**config.mk**
```make
export PLATFORM = sky130hd
export DESIGN_NAME = icache_refill_ctrl
export DESIGN_NICKNAME = d
export VERILOG_FILES = /design/src/rtl/icache_refill_ctrl.sv
export SDC_FILE = /design/constraint.sdc
export NUM_CORES = 1
export LEC_CHECK = 0
export ABC_CLOCK_PERIOD_IN_PS = 2100
export BUFFER_PORTS_ARGS = -buffer_cell sky130_fd_sc_hd__buf_4
export CORE_AREA = 8 8 120 133
export CTS_CLUSTER_SIZE = 8
export DETAILED_ROUTE_END_ITERATION = 7
export DIE_AREA = 0 0 128 141
export GPL_TIMING_DRIVEN = 0
export PLACE_DENSITY = 0.78
export SLEW_MARGIN = 40
export SYNTH_ARGS = -nofsm -noshare
export SYNTH_HDL_FRONTEND = slang
export SYNTH_SLANG_ARGS = --single-unit
```
**constraint.sdc**
```tcl
create_clock -name clk -period 2.1 [get_ports clk]
set_clock_uncertainty 0.2 [all_clocks]
set_input_delay 0.105 -clock clk [delete_from_list [all_inputs] [get_ports clk]]
set_output_delay 0.105 -clock clk [all_outputs]
set_load 0.03 [all_outputs]
```
**src/rtl/icache_refill_ctrl.sv**
```systemverilog
// Instruction-cache miss handler: fetches the block holding miss_pc from IRAM
// one word per beat, packs it into cache block format and strobes the write.
module icache_refill_ctrl #(
  parameter int PC_SIZE     = 32,
  parameter int BLOCK_SIZE  = 128,
  parameter int OFFSET_BITS = $clog2(BLOCK_SIZE / 8)
) (
  input  logic                 clk,
  input  logic                 nrst,
  input  logic                 miss_req,
  input  logic [PC_SIZE-1:0]   miss_pc,
  input  logic                 flush,
  output logic                 busy,
  output logic                 mem_req,
  output logic [PC_SIZE-1:0]   mem_addr,
  input  logic                 mem_gnt,
  input  logic                 mem_rvalid,
  input  logic [31:0]          mem_rdata,
  output logic                 cache_we,
  output logic [0:BLOCK_SIZE-1] cache_block
);

  // state | meaning
  // IDLE  | no refill; waiting for a miss
  // REQ   | read request for current beat held until granted
  // WAIT  | granted; waiting for the read word
  // DRAIN | flushed with a beat outstanding; swallow its response
  // WRITE | block complete; one-cycle cache write strobe

  localparam int BEATS = BLOCK_SIZE / 32;
  localparam int BW    = $clog2(BEATS);

  localparam logic [2:0] S_IDLE  = 3'd0;
  localparam logic [2:0] S_REQ   = 3'd1;
  localparam logic [2:0] S_WAIT  = 3'd2;
  localparam logic [2:0] S_DRAIN = 3'd3;
  localparam logic [2:0] S_WRITE = 3'd4;

  localparam logic [PC_SIZE-1:0] BLK_MASK =
    {{(PC_SIZE - OFFSET_BITS){1'b1}}, {OFFSET_BITS{1'b0}}};

  logic [2:0]          state;
  logic [2:0]          state_nxt;
  logic [BW-1:0]       beat;
  logic [PC_SIZE-1:0]  base;
  logic                last_beat;

  assign last_beat = (beat == BW'(BEATS - 1));

  always_comb begin
    state_nxt = state;
    case (state)
      S_IDLE:  if (miss_req && !flush) state_nxt = S_REQ;
      S_REQ: begin
        if (flush)        state_nxt = mem_gnt ? S_DRAIN : S_IDLE;
        else if (mem_gnt) state_nxt = S_WAIT;
      end
      S_WAIT: begin
        if (flush)           state_nxt = mem_rvalid ? S_IDLE : S_DRAIN;
        else if (mem_rvalid) state_nxt = last_beat ? S_WRITE : S_REQ;
      end
      S_DRAIN: if (mem_rvalid) state_nxt = S_IDLE;
      S_WRITE: state_nxt = S_IDLE;
      default: state_nxt = S_IDLE;
    endcase
  end

  always_ff @(posedge clk) begin
    if (!nrst) begin
      state       <= S_IDLE;
      beat        <= '0;
      base        <= '0;
      cache_block <= '0;
    end else begin
      state <= state_nxt;
      case (state)
        S_IDLE: begin
          if (miss_req && !flush) begin
            base <= miss_pc & BLK_MASK;
            beat <= '0;
          end
        end
        S_WAIT: begin
          if (mem_rvalid && !flush) begin
            // Ascending vector: byte k lands MSB-first at index 32*beat+8*k.
            for (int i = 0; i < BEATS; i++) begin
              if (beat == BW'(i)) begin
                for (int k = 0; k < 4; k++) begin
                  cache_block[32*i + 8*k +: 8] <= mem_rdata[8*k +: 8];
                end
              end
            end
            if (!last_beat) beat <= beat + 1'b1;
          end
        end
        default: ;
      endcase
    end
  end

  assign busy     = (state != S_IDLE);
  assign mem_req  = (state == S_REQ);
  assign mem_addr = mem_req ? (base + (PC_SIZE'(beat) << 2)) : '0;
  assign cache_we = (state == S_WRITE);

endmodule

```
==> qor.yml <==
run_status:
  status: "complete, no violations"
global_routing:
  met1_usage: 0.250
  grt-busiest-layer: "met2"
  grt_use_met2: 0.371
  antenna_found_initial: 1
  grt_pass1_vias: 5822
  grt_util_all_layers: 0.221
  use_met3: 0.0902
  grt_overflow_total: 0
  grt_max_degree: 17
  grt_pass1_wl_mm: 31.6
synthesis:
  ys_seq_area_frac: 0.484
  netlist_area_mm2: 0.00667
  ys.warnings.count: 0
  synthCells: 665
  yosysUniqueCellTypes: 40
  ys_ff_latch: 161
  synth_area_leaders: "dfxtp_1 (48%), mux2i_1 (15%), nor2b_1 (9.2%)"
  synth_top_area_frac: 0.484
  syn_area_per_cell_um2: 10.0
  yosysTopAreaCell: "dfxtp_1"
critical_path:
  startpoint: "state[1]"
  arrival_ns: 1.72
  cp_num_cells: 6
  required_ns: 1.79
  reg2reg_depth: 6
  crit_family: "buffers and inverters"
  r2r_start: "state[0]"
  r2r_setup_slack_ns: 0.13
  crit_slowest_cell: "dfxtp_1"
  cp_max_fo: 10
  r2r-end: "cache_block[115]"
  cp_common_cell: "buf_6"
  critPathKind: "reg -> out"
  crit_chain: "buf_6 -> nor3b_4 -> buf_6 -> clkbuf_4 -> and2_1 -> buf_4"
  start_kind: "flop"
  endpoint: "mem_addr[10]"
  cp_slowest_stage_delay_ns: 0.36
  end_kind: "output pin"
  crit_buf_inv: 4
timing:
  slew_viol_final: 0
  finalCritPeriodShare: 0.965
  worstMarginPinSlew_ns: 0.542
  timing.fmax_mhz: 494
  relSlewSlack: 0.639
  period_needed_ns: 2.03
  hold_viol_final: 0
  fin_ws_ns: 0.0744
  finalSetupViolCount: 0
drt:
  wl_mm: 19.9
  dr.first_iter.drc_count: 265
  ant_nets: 0
  viasPerCell: 4.80
  wl_per_cell_um: 16.9
  dr_total_vias: 5658
  drt_pass1_iterations: 4
  drc: 0
finish:
  fin_nets: 1052
  seq_area_mm2: 0.00323
  syn_to_final_growth_pct: 48.7
  multiInputGateArea_mm2: 0.00314
  fillerInstances: 1016
  drive_gt1_frac: 0.320
  stdcell_count: 1179
placed_design:
  portBuffers: 224
  place_inst: 1078
  place_congestion: 0.776
  post-dp-hpwl_mm: 13.9
  dpl_worst_slack_ns: 0.0787
clock_tree:
  h-tree-depth: 4
  cts_root_buf: "clkbuf_16"
  clkLatencyLatePin_ns: 0.41
  cts_tree: "built"
  clock_path_buffers: 2
  path_clk_slew_ns: 0.06
  cts.sinks: 161
  numCtsBuffers: 17
die:
  start_util: 0.489
  fp.dieW_um: 128
  die-area_mm2: 0.0180
  die_h_um: 141
  ioPinCount: 233
  rows: 45
  core_mm2: 0.0136
power_and_ir_drop:
  p_int_mw: 5.37
  p_sw_mw: 1.52
  ir_worst_vdd_v: 0.000543
  p_clk_frac: 0.453
  sw_frac_of_total: 0.221
  power_density_mw_per_mm2: 696
  p_seq_frac: 0.451
  finalPower_mw: 6.90
  power_frac_comb: 0.095
  p_leak_nw: 4.74
run:
  cap_violations: 0
hold_path:
  hp-class: "in -> reg"
[cell usage in the layout, fill, tap and decap left out, types with 2 or more instances in the layout]
cell type and instances:
ha_1 4, buf_4 229, buf_8 3, mux2i_1 97, nor3b_1 3, a21boi_0 10, nand2_1 124, a21boi_1 30
dfxtp_1 160, nand2b_1 3, dlygate4sd3_1 64, conb_1 2, and2_1 31, a21oi_1 2, nor3b_4 2, nor2_1 2
clkinv_2 2, buf_6 12, nand3b_1 3, clkinv_4 2, bufinv_16 3, nor2b_1 98, a21boi_2 20, clkinvlp_4 2
clkbuf_1 23, clkbuf_16 17, buf_2 11, nor2b_2 2, inv_1 5, nand3_2 3, clkbuf_8 3
[per-layer routing]
layer  routed length [um]  vias to the layer above
li1                     -                     2803
met1                 8290                     2669
met2                 9820                      172
met3                 1570                       14
met4                  222                        0
met5                    0                        -
[registers in the layout, indices dropped and copies added, names as in the netlist]
signal       cells
cache_block    128
base            28
beat             2
state            3
[synth_stat cells (all sizes together)]
library cell / n
and2: 31
nor2: 2
nor4b: 1
o221ai: 1
inv: 5
ha: 4
nor2b: 100
o21a: 1
o31a: 1
o21bai: 1
a211oi: 1
and4: 1
a32o: 1
or3: 1
clkbuf: 23
nand3: 4
nand3b: 3
nand2b: 3
nor3b: 5
o32ai: 1
nand2: 124
mux2i: 97
buf: 26
and3: 1
a21boi: 60
dfxtp: 161
a21oi: 2
a2111oi: 1
o21ai: 1
o211a: 1
conb: 1
[tightest hold or removal path, cell delays in order]
cell,delay (ns)
clkbuf_1,0.25
clkbuf_1,0.30
o211a_1,0.16
[cells by family after synthesis]
| group | Yosys count | synth area share |
|---|---|---|
| mux | 97 | 0.146 |
| fa+ha+maj | 4 | 0.00751 |
| flops | 161 | 0.484 |
| compound gates | 72 | 0.0937 |
| simple gates | 276 | 0.222 |
| buf+inv | 54 | 0.0473 |
| other cells | 1 | 0.000563 |
[metrics by stage]
stage | instance area, um2 | TNS (ns) | hold WS, ns | util
3_3_place_gp | 8590 | 0 | 0.162 | 0.630
3_5_place_dp | 8590 | 0 | 0.167 | 0.630
4_1_cts | 9860 | -0.145 | 0.254 | 0.724
6_report | 9910 | 0 | 0.243 | 0.728
2_1_floorplan | 6670 | 0 | 0.0399 | -
5_1_grt | 9910 | -0.000955 | 0.266 | 0.728
[worst min path at each step]
stage          cells after the start             from         endpoint  slack [ns]
3_5_place_dp                       3      miss_pc[30]         base[30]        0.17
5_1_grt                            2  cache_block[88]  cache_block[88]        0.27
2_1_floorplan                      2     mem_rdata[6]  cache_block[65]        0.04
6_report                           3             nrst          beat[0]        0.24
3_3_place_gp                       3      miss_pc[15]         base[15]        0.16
4_1_cts                            2  cache_block[88]  cache_block[88]        0.25
[repair_timing]
action | in CTS | in global routing
hold buffers | 64 | 0
buffers inserted | 0 | 3
setup endpoints to repair | 31 | 39
cloned | 1 | 1
endpoints found under the hold margin | 158 | 0
gates resized for setup | 10 | 10
pin swaps | 0 | 0
[power groups by stage]
stage / Combinational, mW / Clock, mW / Sequential, mW
finish: 0.658 / 3.13 / 3.11
global placement: 0.516 / 0 / 3.18
global route: 0.707 / 3.30 / 3.11
floorplan: 0.286 / 0 / 3.19
CTS: 0.632 / 3.17 / 3.11
detailed placement: 0.517 / 0 / 3.18
[area by class of cell]
| class | instances | share of cell area |
|---|---|---|
| Timing Repair Buffer | 293 | 0.239 |
| Clock buffer | 22 | 0.0468 |
| Buffer | 49 | 0.0334 |
| Inverter | 5 | 0.00189 |
| Tap cell | 188 | 0.0237 |
| Antenna cell | 1 | 0.000252 |
| Multi-Input combinational cell | 451 | 0.316 |
| Sequential cell | 161 | 0.326 |
| Clock inverter | 9 | 0.0134 |
(Power assumes the default switching activity.)
